File: src/rtl/data_path_pkg.sv
// data_path_pkg: ALU opcodes, bus selects and memory FSM states shared by the datapath
package data_path_pkg;

    typedef enum logic [2:0] {
        ALU_ADD = 3'b000,
        ALU_SUB = 3'b001,
        ALU_AND = 3'b010,
        ALU_OR  = 3'b011,
        ALU_XOR = 3'b100,
        ALU_NOT = 3'b101,
        ALU_SHL = 3'b110,
        ALU_SHR = 3'b111
    } alu_op_t;

    typedef enum logic [1:0] {
        S_IDLE = 2'b00,
        S_RD   = 2'b01,
        S_WR   = 2'b10
    } mem_state_t;

    localparam logic [1:0] B1_PC   = 2'b00;
    localparam logic [1:0] B1_REG  = 2'b01;
    localparam logic [1:0] B1_MDR  = 2'b10;
    localparam logic [1:0] B2_ALU  = 2'b00;
    localparam logic [1:0] B2_BUS1 = 2'b01;
    localparam logic [1:0] B2_MEM  = 2'b10;

endpackage

File: src/rtl/alu_gen.sv
// alu_gen: combinational ALU producing a WIDTH-bit result and NZVC flags
module alu_gen
    import data_path_pkg::*;
#(
    parameter int WIDTH = 8
) (
    input  logic [WIDTH-1:0] a,
    input  logic [WIDTH-1:0] b,
    input  alu_op_t          op,
    output logic [WIDTH-1:0] result,
    output logic [3:0]       nzvc
);

    logic c;
    logic v;

    always_comb begin
        result = '0;
        c      = 1'b0;
        v      = 1'b0;
        case (op)
            ALU_ADD: begin
                {c, result} = {1'b0, a} + {1'b0, b};
                v = (a[WIDTH-1] == b[WIDTH-1]) && (result[WIDTH-1] != a[WIDTH-1]);
            end
            ALU_SUB: begin
                // the extended top bit of the subtraction is the unsigned borrow
                {c, result} = {1'b0, a} - {1'b0, b};
                v = (a[WIDTH-1] != b[WIDTH-1]) && (result[WIDTH-1] != a[WIDTH-1]);
            end
            ALU_AND: result = a & b;
            ALU_OR:  result = a | b;
            ALU_XOR: result = a ^ b;
            ALU_NOT: result = ~a;
            ALU_SHL: {c, result} = {a, 1'b0};
            ALU_SHR: {result, c} = {1'b0, a};
            default: result = '0;
        endcase
    end

    assign nzvc = {result[WIDTH-1], result == '0, v, c};

endmodule

File: src/rtl/data_path_gen.sv
// data_path_gen: two-bus datapath with register file, PC, ALU, CCR and a request/ack memory FSM
module data_path_gen
    import data_path_pkg::*;
#(
    parameter int WIDTH = 8,
    parameter int NREG  = 4,
    localparam int RSEL_W = $clog2(NREG)
) (
    input  logic              Clk,
    input  logic              Reset,
    input  logic [WIDTH-1:0]  from_memory,
    input  logic              mem_ack,
    output logic [WIDTH-1:0]  address,
    output logic [WIDTH-1:0]  to_memory,
    output logic              mem_req,
    output logic              mem_we,
    output logic              busy,
    output logic [WIDTH-1:0]  IR_out,
    output logic [3:0]        CCR_Result,
    input  logic [2:0]        ALU_Sel,
    input  logic [1:0]        Bus1_Sel,
    input  logic [1:0]        Bus2_Sel,
    input  logic [RSEL_W-1:0] Src_Sel,
    input  logic [RSEL_W-1:0] Dst_Sel,
    input  logic [RSEL_W-1:0] Opa_Sel,
    input  logic [RSEL_W-1:0] Opb_Sel,
    input  logic              IR_Load,
    input  logic              MAR_Load,
    input  logic              PC_Load,
    input  logic              PC_Inc,
    input  logic              Reg_Load,
    input  logic              CCR_Load,
    input  logic              Mem_Rd,
    input  logic              Mem_Wr
);

    logic [WIDTH-1:0] pc;
    logic [WIDTH-1:0] mar;
    logic [WIDTH-1:0] ir;
    logic [WIDTH-1:0] mdr;
    logic [WIDTH-1:0] wdr;
    logic [WIDTH-1:0] regs [NREG];
    logic [3:0]       ccr;
    logic [WIDTH-1:0] bus1;
    logic [WIDTH-1:0] bus2;
    logic [WIDTH-1:0] alu_result;
    logic [3:0]       alu_nzvc;
    logic             idle;
    mem_state_t       state;
    mem_state_t       state_nx;

    alu_gen #(.WIDTH(WIDTH)) u_alu (
        .a      (regs[Opa_Sel]),
        .b      (regs[Opb_Sel]),
        .op     (alu_op_t'(ALU_Sel)),
        .result (alu_result),
        .nzvc   (alu_nzvc)
    );

    always_comb begin
        bus1 = Bus1_Sel == B1_PC  ? pc :
               Bus1_Sel == B1_REG ? regs[Src_Sel] :
               Bus1_Sel == B1_MDR ? mdr : '0;
        bus2 = Bus2_Sel == B2_ALU  ? alu_result :
               Bus2_Sel == B2_BUS1 ? bus1 :
               Bus2_Sel == B2_MEM  ? from_memory : '0;
    end

    assign idle = state == S_IDLE;

    // a simultaneous read and write request performs only the write
    always_comb begin
        state_nx = state;
        if (idle)
            state_nx = Mem_Wr ? S_WR : Mem_Rd ? S_RD : S_IDLE;
        else
            state_nx = mem_ack ? S_IDLE : state;
    end

    always_ff @(posedge Clk or negedge Reset) begin
        if (!Reset) begin
            state <= S_IDLE;
            pc    <= '0;
            mar   <= '0;
            ir    <= '0;
            mdr   <= '0;
            wdr   <= '0;
            ccr   <= '0;
            for (int i = 0; i < NREG; i++)
                regs[i] <= '0;
        end else begin
            state <= state_nx;
            if (IR_Load)
                ir <= bus2;
            if (MAR_Load && idle)
                mar <= bus2;
            if (PC_Load)
                pc <= bus2;
            else if (PC_Inc)
                pc <= pc + WIDTH'(1);
            if (Reg_Load)
                regs[Dst_Sel] <= bus2;
            if (CCR_Load)
                ccr <= alu_nzvc;
            if (idle && Mem_Wr)
                wdr <= bus1;
            if (state == S_RD && mem_ack)
                mdr <= from_memory;
        end
    end

    assign address    = mar;
    assign to_memory  = wdr;
    assign busy       = !idle;
    assign mem_req    = !idle;
    assign mem_we     = state == S_WR;
    assign IR_out     = ir;
    assign CCR_Result = ccr;

endmodule

File: config.mk
export PLATFORM = sky130hd
export DESIGN_NAME = data_path_gen
export DESIGN_NICKNAME = d
export VERILOG_FILES = /design/src/rtl/data_path_pkg.sv /design/src/rtl/alu_gen.sv /design/src/rtl/data_path_gen.sv
export SDC_FILE = /design/constraint.sdc
export NUM_CORES = 1
export LEC_CHECK = 0
export CORE_ASPECT_RATIO = 1.25
export CORE_MARGIN = 1
export CORE_UTILIZATION = 40
export DETAILED_ROUTE_END_ITERATION = 10
export PLACE_DENSITY = 0.63
export SYNTH_ARGS = -nofsm -noshare
export SYNTH_HDL_FRONTEND = slang
export SYNTH_SLANG_ARGS = --single-unit
File: constraint.sdc
create_clock -name Clk -period 4.4 [get_ports Clk]
set_clock_uncertainty 0.1 [all_clocks]
set_input_delay 1.1 -clock Clk [delete_from_list [all_inputs] [get_ports Clk]]
set_output_delay 1.1 -clock Clk [all_outputs]
set_load 0.01 [all_outputs]
# [After elaboration in Yosys (flattened, before gate mapping)]
# Index checks and enable logic that the tools add are counted.
[word_totals] elab_cells=85 output_inout_bits=31 register_bits=78
[op_classes] reduce_logical=14 n_lt_le_gt_ge=5 n_eq_ne=17 mux=27 n_bitwise=8 addsub=3
[op_table] cell="$mux W8" n=15
[op_table] cell="$pmux W8 S8" n=1
[op_table] cell="$bmux W8 S2" n=3
[op_table] cell="$bwmux W32" n=1
[op_table] cell="$demux W8 S2" n=1
[op_table] cell="$eq A3 B3 Y1 const B" n=4
[op_table] cell="$ge A3 B3 Y1 const B" n=4
[op_table] cell="$not A2 Y3" n=4
[op_table] cell="$add A8 B8 Y9" n=1
[op_table] cell="$sub A8 B8 Y9" n=1
[op_table] cell="$add A8 B1 Y8 const B" n=1
[op_table] cell="$and A8 B8 Y8" n=1
[op_table] cell="$logic_not A8 Y1" n=1
[op_table] cell="$not A8 Y8" n=1
[op_table] cell="$or A8 B8 Y8" n=1
[op_table] cell="$xor A8 B8 Y8" n=1
[op_table] cell="$eq A2 B1 Y1 const B" n=3
[op_table] cell="$eq A2 B2 Y1 const B" n=3
[op_table] cell="$eq A3 B2 Y1 const B" n=2
[op_table] cell="$logic_and A1 B1 Y1" n=6
[op_table] cell="$logic_not A2 Y1" n=3
[op_table] cell="$mux W2" n=3
[op_table] cell="$pmux W1 S4" n=1
[op_table] cell="$reduce_bool A2 Y1" n=2
[op_table] cell="other kinds (8)" n=10

# [Logic depth before layout (Yosys ltp)]
[depth] word_depth=9 depth_mapped=13

# [By module]
# From an unflattened synthesis, not the netlist that was laid out.
[hier_totals] cells_unflattened=559 area_unflattened_um2=5470.2
[by_module_without_submodules] module="data_path_gen" cells_per_inst=342 seq_area_each_um2=1951.9 n_inst=1 area_per_inst_um2=3922.5
[by_module_without_submodules] module="alu_gen" cells_per_inst=217 seq_area_each_um2=0.0 n_inst=1 area_per_inst_um2=1547.7

# [Worst setup path after synthesis]
# Ideal clock, no wire load.
[synth_timing] path_kind="input-to-reg" start="input port Opb_Sel[0]" end="register regs[7] (netlist name)" n_path_buf=1 setup_slack_ns=-0.084 stages=12 required_ns=4.161 t_arrival_ns=4.246 path_cell_list="clkbuf_1 > mux4_2 > inv_1 > ha_1 > o21bai_1 > a211o_1 > a2111oi_0 > o21a_1 > o21ai_0 > and3_1 > a21oi_1 > o21ai_0"
[synth_between] elab_chain_len=8
[synth_rtl] item="start: declaration" line_no="data_path_gen.sv:26" source="input logic [RSEL_W-1:0] Opb_Sel,"
[synth_rtl] item="$not A2 Y3 (implied by the code) *" line_no="data_path_gen.sv:54" source=".b (regs[Opb_Sel]),"
[synth_rtl] item="$bmux W8 S2 *" line_no="data_path_gen.sv:54"
[synth_rtl] item="$mux W8 (implied by the code) * (2 in series)" line_no="data_path_gen.sv:54"
[synth_rtl] item="$sub A8 B8 Y9 (tied with other cells)" line_no="alu_gen.sv:28" source="{c, result} = {1'b0, a} - {1'b0, b};"
[synth_rtl] item="$pmux W8 S8 *" line_no="alu_gen.sv:21" source="case (op)"
[synth_rtl] item="$mux W8 *" line_no="data_path_gen.sv:64" source="bus2 = Bus2_Sel == B2_ALU ? alu_result :"
[synth_rtl] item="$bwmux W32 *" line_no="data_path_gen.sv:102" source="regs[Dst_Sel] <= bus2;"
[synth_rtl] item="end signal: indexed assignment" line_no="data_path_gen.sv:102"
[synth_rtl] item="end: declaration" line_no="data_path_gen.sv:42" source="logic [WIDTH-1:0] regs [NREG];"
# Mark *: on every way between the ends. The rest lies on a longest branch, timed or not. The select of a mux whose other input is x is not followed.
# A chain may end at the register's enable or synchronous reset.

# [Worst setup path in the final report]
[layout_timing] start="input port Opb_Sel[1]" end="register ccr[2], in the netlist CCR_Result[2]"
[layout_between] elab_chain_len=7
[layout_rtl] item="$not A2 Y3 (implied by the code) *" line_no="data_path_gen.sv:54"
[layout_rtl] item="$bmux W8 S2 *" line_no="data_path_gen.sv:54"
[layout_rtl] item="$mux W8 (implied by the code) * (2 in series)" line_no="data_path_gen.sv:54"
[layout_rtl] item="$sub A8 B8 Y9 (tied with other cells)" line_no="alu_gen.sv:28"
[layout_rtl] item="$pmux W8 S8 *" line_no="alu_gen.sv:21"
[layout_rtl] item="$logic_not A8 Y1 *" line_no="alu_gen.sv:41" source="assign nzvc = {result[WIDTH-1], result == '0, v, c};"
[layout_rtl] item="end signal: assignment" line_no="data_path_gen.sv:104" source="ccr <= alu_nzvc;"
[layout_rtl] item="end: declaration" line_no="data_path_gen.sv:43" source="logic [3:0] ccr;"
# Marks and branches as above.

==> impl_metrics.toml <==
[power]
clock_power_share_pct = 25.7
powerDensity_nw_per_um2 = 518.1
pwr-share-comb_pct = 44.3
total_leakage_power_nw = 3.058
power_switching_share_pct = 34.28
switching_power_mw = 1.225
total_power_mw = 3.574
power.ir.vdd_worst_mv = 0.3181
p_seq_share_pct = 30.1
power_report.internal_total_mw = 2.349

[timing]
fin_hold_ws_ns = 0.3879
slew_limit_headroom_pct = 33.31
post-route-min-period_ns = 4.165
final_count_of_negative_setup_slack_endpoints = 0
post-route-period-util_pct = 94.66
worst_slew_pin_slew_ns = 1.000
rsz0062_at_grt = "no"
final_hold_vios = 0
slew_viol_final = 0
max_clock_freq_mhz = 240.1

[synth]
ys_top_cells_by_area = "sky130_fd_sc_hd__dfrtp_1 37%, sky130_fd_sc_hd__mux4_2 9.0%, sky130_fd_sc_hd__ha_1 6.2%, sky130_fd_sc_hd__a21oi_1 4.8%, sky130_fd_sc_hd__nor2_1 4.5%"
yosys.cell_types.count = 62
yosys_register_bits = 78
postSynth.asyncResetShare_pct = 100.0
synth.yosys.seq_area_share_pct = 36.99
yosysWarningCount = 0
synthesis.instances = 553
syn-num-nets = 615
synthesis.area_um2 = 5276
synth_enable_flop_cells = 0
postSynthAreaPerCell_um2 = 9.541
share_of_the_synthesized_area_in_the_top_cell_type_pct = 36.99
yosysTopAreaCell = "sky130_fd_sc_hd__dfrtp_1"
main_flop_type_after_synthesis = "sky130_fd_sc_hd__dfrtp_1"

[critical_path]
timing.critical_path.slowest_cell_delay_ns = 0.55
worstPathCellList = "clkdlybuf4s50_1 -> mux4_2 -> ha_1 -> fa_2 -> o21bai_1 -> a21oi_1 -> buf_4 -> o31a_1 -> nor2_2 -> o21ba_2 -> nor2_1 -> or4_1 -> o32ai_2"
timing.setup.critical_path_class = "in -> reg"
timing.critical_path.required_ns = 4.54
critPathLaunchType = "input pin"
worstPathArrival_ns = 4.31
cp-end-kind = "register"
critical_path.max_fanout = 3
critical_path_cell_with_the_highest_stage_delay = "sky130_fd_sc_hd__or4_1"

[grt]
globalRouteOverflowTotal = 0
antenna_found_initial = 0
grt_pass1_wl_mm = 24.09
global_route.usage.total_pct = 23.03
grt_max_degree = 79
grt_pass1_vias = 4547

[layout]
finalNetCount = 721
post_route_cells_drive_above_1_share_pct = 19.88
syn_to_layout_area_delta_pct = 30.73
n_antenna_cell = 0
fin_area_um2 = 6898

[die]
pin_count = 65
die-area_um2 = 13660
die_h_um = 130.4
core_region_area_um2 = 12780
dieWidth_um = 104.7
floorplan.initialDensity_pct = 41.29
placementRows = 46

[detailed_routing]
drt-initial-drc-count = 302
dr_total_vias = 4572
final_ant_viol_nets = 0
route.detailed.drc = 0
wl_mm = 15.05
firstDrtPassIters = 4
avgRoutedWirePerCell_um = 18.09
post_dr_vias_cell = 5.495

[clock_network]
worstSkewPairLatency_ns = 0.34
cts.reportedPaths.clkPinSlew_ns = 0.06
ctsRootBufferMaster = "sky130_fd_sc_hd__clkbuf_16"
cts_inserted_buffers = 9
htree_num_levels = 3
ctsHoldBuffers = 0
tritoncts = "yes"
cts_num_sinks = 78
ctsLongestPathBuffers = 2

[outcome]
result_of_the_run = "finished, final reports clean"

[placed_design]
place.detailed.hpwl_mm = 11.32
dpl-instance-area_um2 = 6460
portBuffers = 64
gp_routability_congestion = 0.8966

[worst_hold_path]
hp-class = "reg -> reg"

[flow_run]
drv_cap = 0
[layer usage]
metal,GRT usage [%],part of all wire [%],vias up
met5,0,0,-
met4,9.362,3.0,0
met3,2.827,3.2,26
met2,41.60,52,110
met1,28.16,42,2236
li1,-,-,2200
[power groups by stage]
stage,clock [mW],sequential [mW],combinational [mW]
final,0.917,1.08,1.58
after global routing,0.963,1.10,1.74
after CTS,0.930,1.07,1.58
after detailed placement,0,1.08,1.54
after global placement,0,1.07,1.52
after floorplan,0,1.07,0.830
[stage by stage]
step | utilization (%) | setup TNS (ns) | std cells | setup slack (ns)
global placement | 50.56 | -12.77 | 814 | -0.4442
floorplan | - | 0 | 553 | 0.07519
global route | 53.99 | 0 | 832 | 0.1025
finish | 53.99 | 0 | 832 | 0.2352
detailed placement | 50.56 | -15.62 | 814 | -0.4602
CTS | 53.79 | 0 | 832 | 0.006318
[flip-flops by register name (all words and copies together), names as in the netlist]
signal	cells
address	8
IR_out	8
state	2
regs	32
pc	8
to_memory	8
CCR_Result	4
mdr	8
[worst paths after layout]
path / start / endpoint / slack, ns / depth (start not counted)
hold / removal: address[0]$_DFFE_PN0P_ / address[0]$_DFFE_PN0P_ / 0.39 / 2
setup reg to reg: regs[0]$_DFFE_PN0P_ / CCR_Result[2]$_DFFE_PN0P_ / 0.92 / 12
min in group asynchronous: Reset / regs[9]$_DFFE_PN0P_ / 0.82 / 1
max in group asynchronous: Reset / mdr[1]$_DFFE_PN0P_ / 2.73 / 1
setup / recovery: Opb_Sel[1] / CCR_Result[2]$_DFFE_PN0P_ / 0.24 / 13
hold reg to reg: address[0]$_DFFE_PN0P_ / address[0]$_DFFE_PN0P_ / 0.39 / 2
[cell usage in the layout (no fill, tap or decap), types with 5 or more instances in the layout]
| cell | Yosys | final |
|---|---|---|
| sky130_fd_sc_hd__ha_1 | 26 | 26 |
| sky130_fd_sc_hd__xnor2_1 | 8 | 8 |
| sky130_fd_sc_hd__mux2i_1 | 20 | 20 |
| sky130_fd_sc_hd__nand2_1 | 59 | 59 |
| sky130_fd_sc_hd__a21oi_1 | 51 | 51 |
| sky130_fd_sc_hd__nand2b_1 | 6 | 6 |
| sky130_fd_sc_hd__o21ai_0 | 47 | 47 |
| sky130_fd_sc_hd__mux2_2 | 12 | 12 |
| sky130_fd_sc_hd__mux4_2 | 21 | 25 |
| sky130_fd_sc_hd__clkdlybuf4s50_1 | 0 | 60 |
| sky130_fd_sc_hd__clkbuf_16 | 0 | 9 |
| sky130_fd_sc_hd__a21o_1 | 5 | 5 |
| sky130_fd_sc_hd__buf_4 | 1 | 57 |
| sky130_fd_sc_hd__nand3_1 | 6 | 6 |
| sky130_fd_sc_hd__dfrtp_1 | 78 | 78 |
| sky130_fd_sc_hd__nor2b_1 | 8 | 8 |
| sky130_fd_sc_hd__a22oi_1 | 7 | 7 |
| sky130_fd_sc_hd__inv_1 | 29 | 28 |
| sky130_fd_sc_hd__nor2_1 | 63 | 62 |
[final cells by class]
class                      count  area (µm²)
fill                        1196        5879
multi-input combinational    415        3104
sequential                    78        1952
timing repair buffer         125        1149
clock buffer                   9       225.2
tap                          168       210.2
clock inverter                 7       145.1
inverter                      30       112.6
[Yosys cell counts (all sizes together), types with 12 or more instances]
cell	number
mux4	26
nand2	59
nor2	63
mux2	12
clkbuf	16
mux2i	20
buf	14
dfrtp	78
o21ai	47
ha	26
a21oi	51
inv	29
[logic make-up after synthesis]
family,after synthesis,share of synthesized area [%]
xor+xnor,12,1.992
simple gates,162,13.35
mux,58,17.81
fa+ha+maj,28,6.924
buf+inv,60,4.648
flops,78,36.99
compound gates,155,18.28
[worst max-delay path, delay by kind of cell]
family	cells	cell delay [ns]
AO/OA/AOI/OAI	5	0.90
adder cells (fa/ha/maj)	2	0.59
buffers and inverters	2	0.66
multiplexers	1	0.34
AND/OR/NAND/NOR	3	0.70
[what timing repair did]
item / in CTS / in global routing
pin swaps: 1 / 0
setup buffers: 2 / 0
gates resized for setup: 11 / 9
gates cloned: 0 / 0
setup endpoints to repair: 24 / 40
Power figures use the tool's default switching activity.
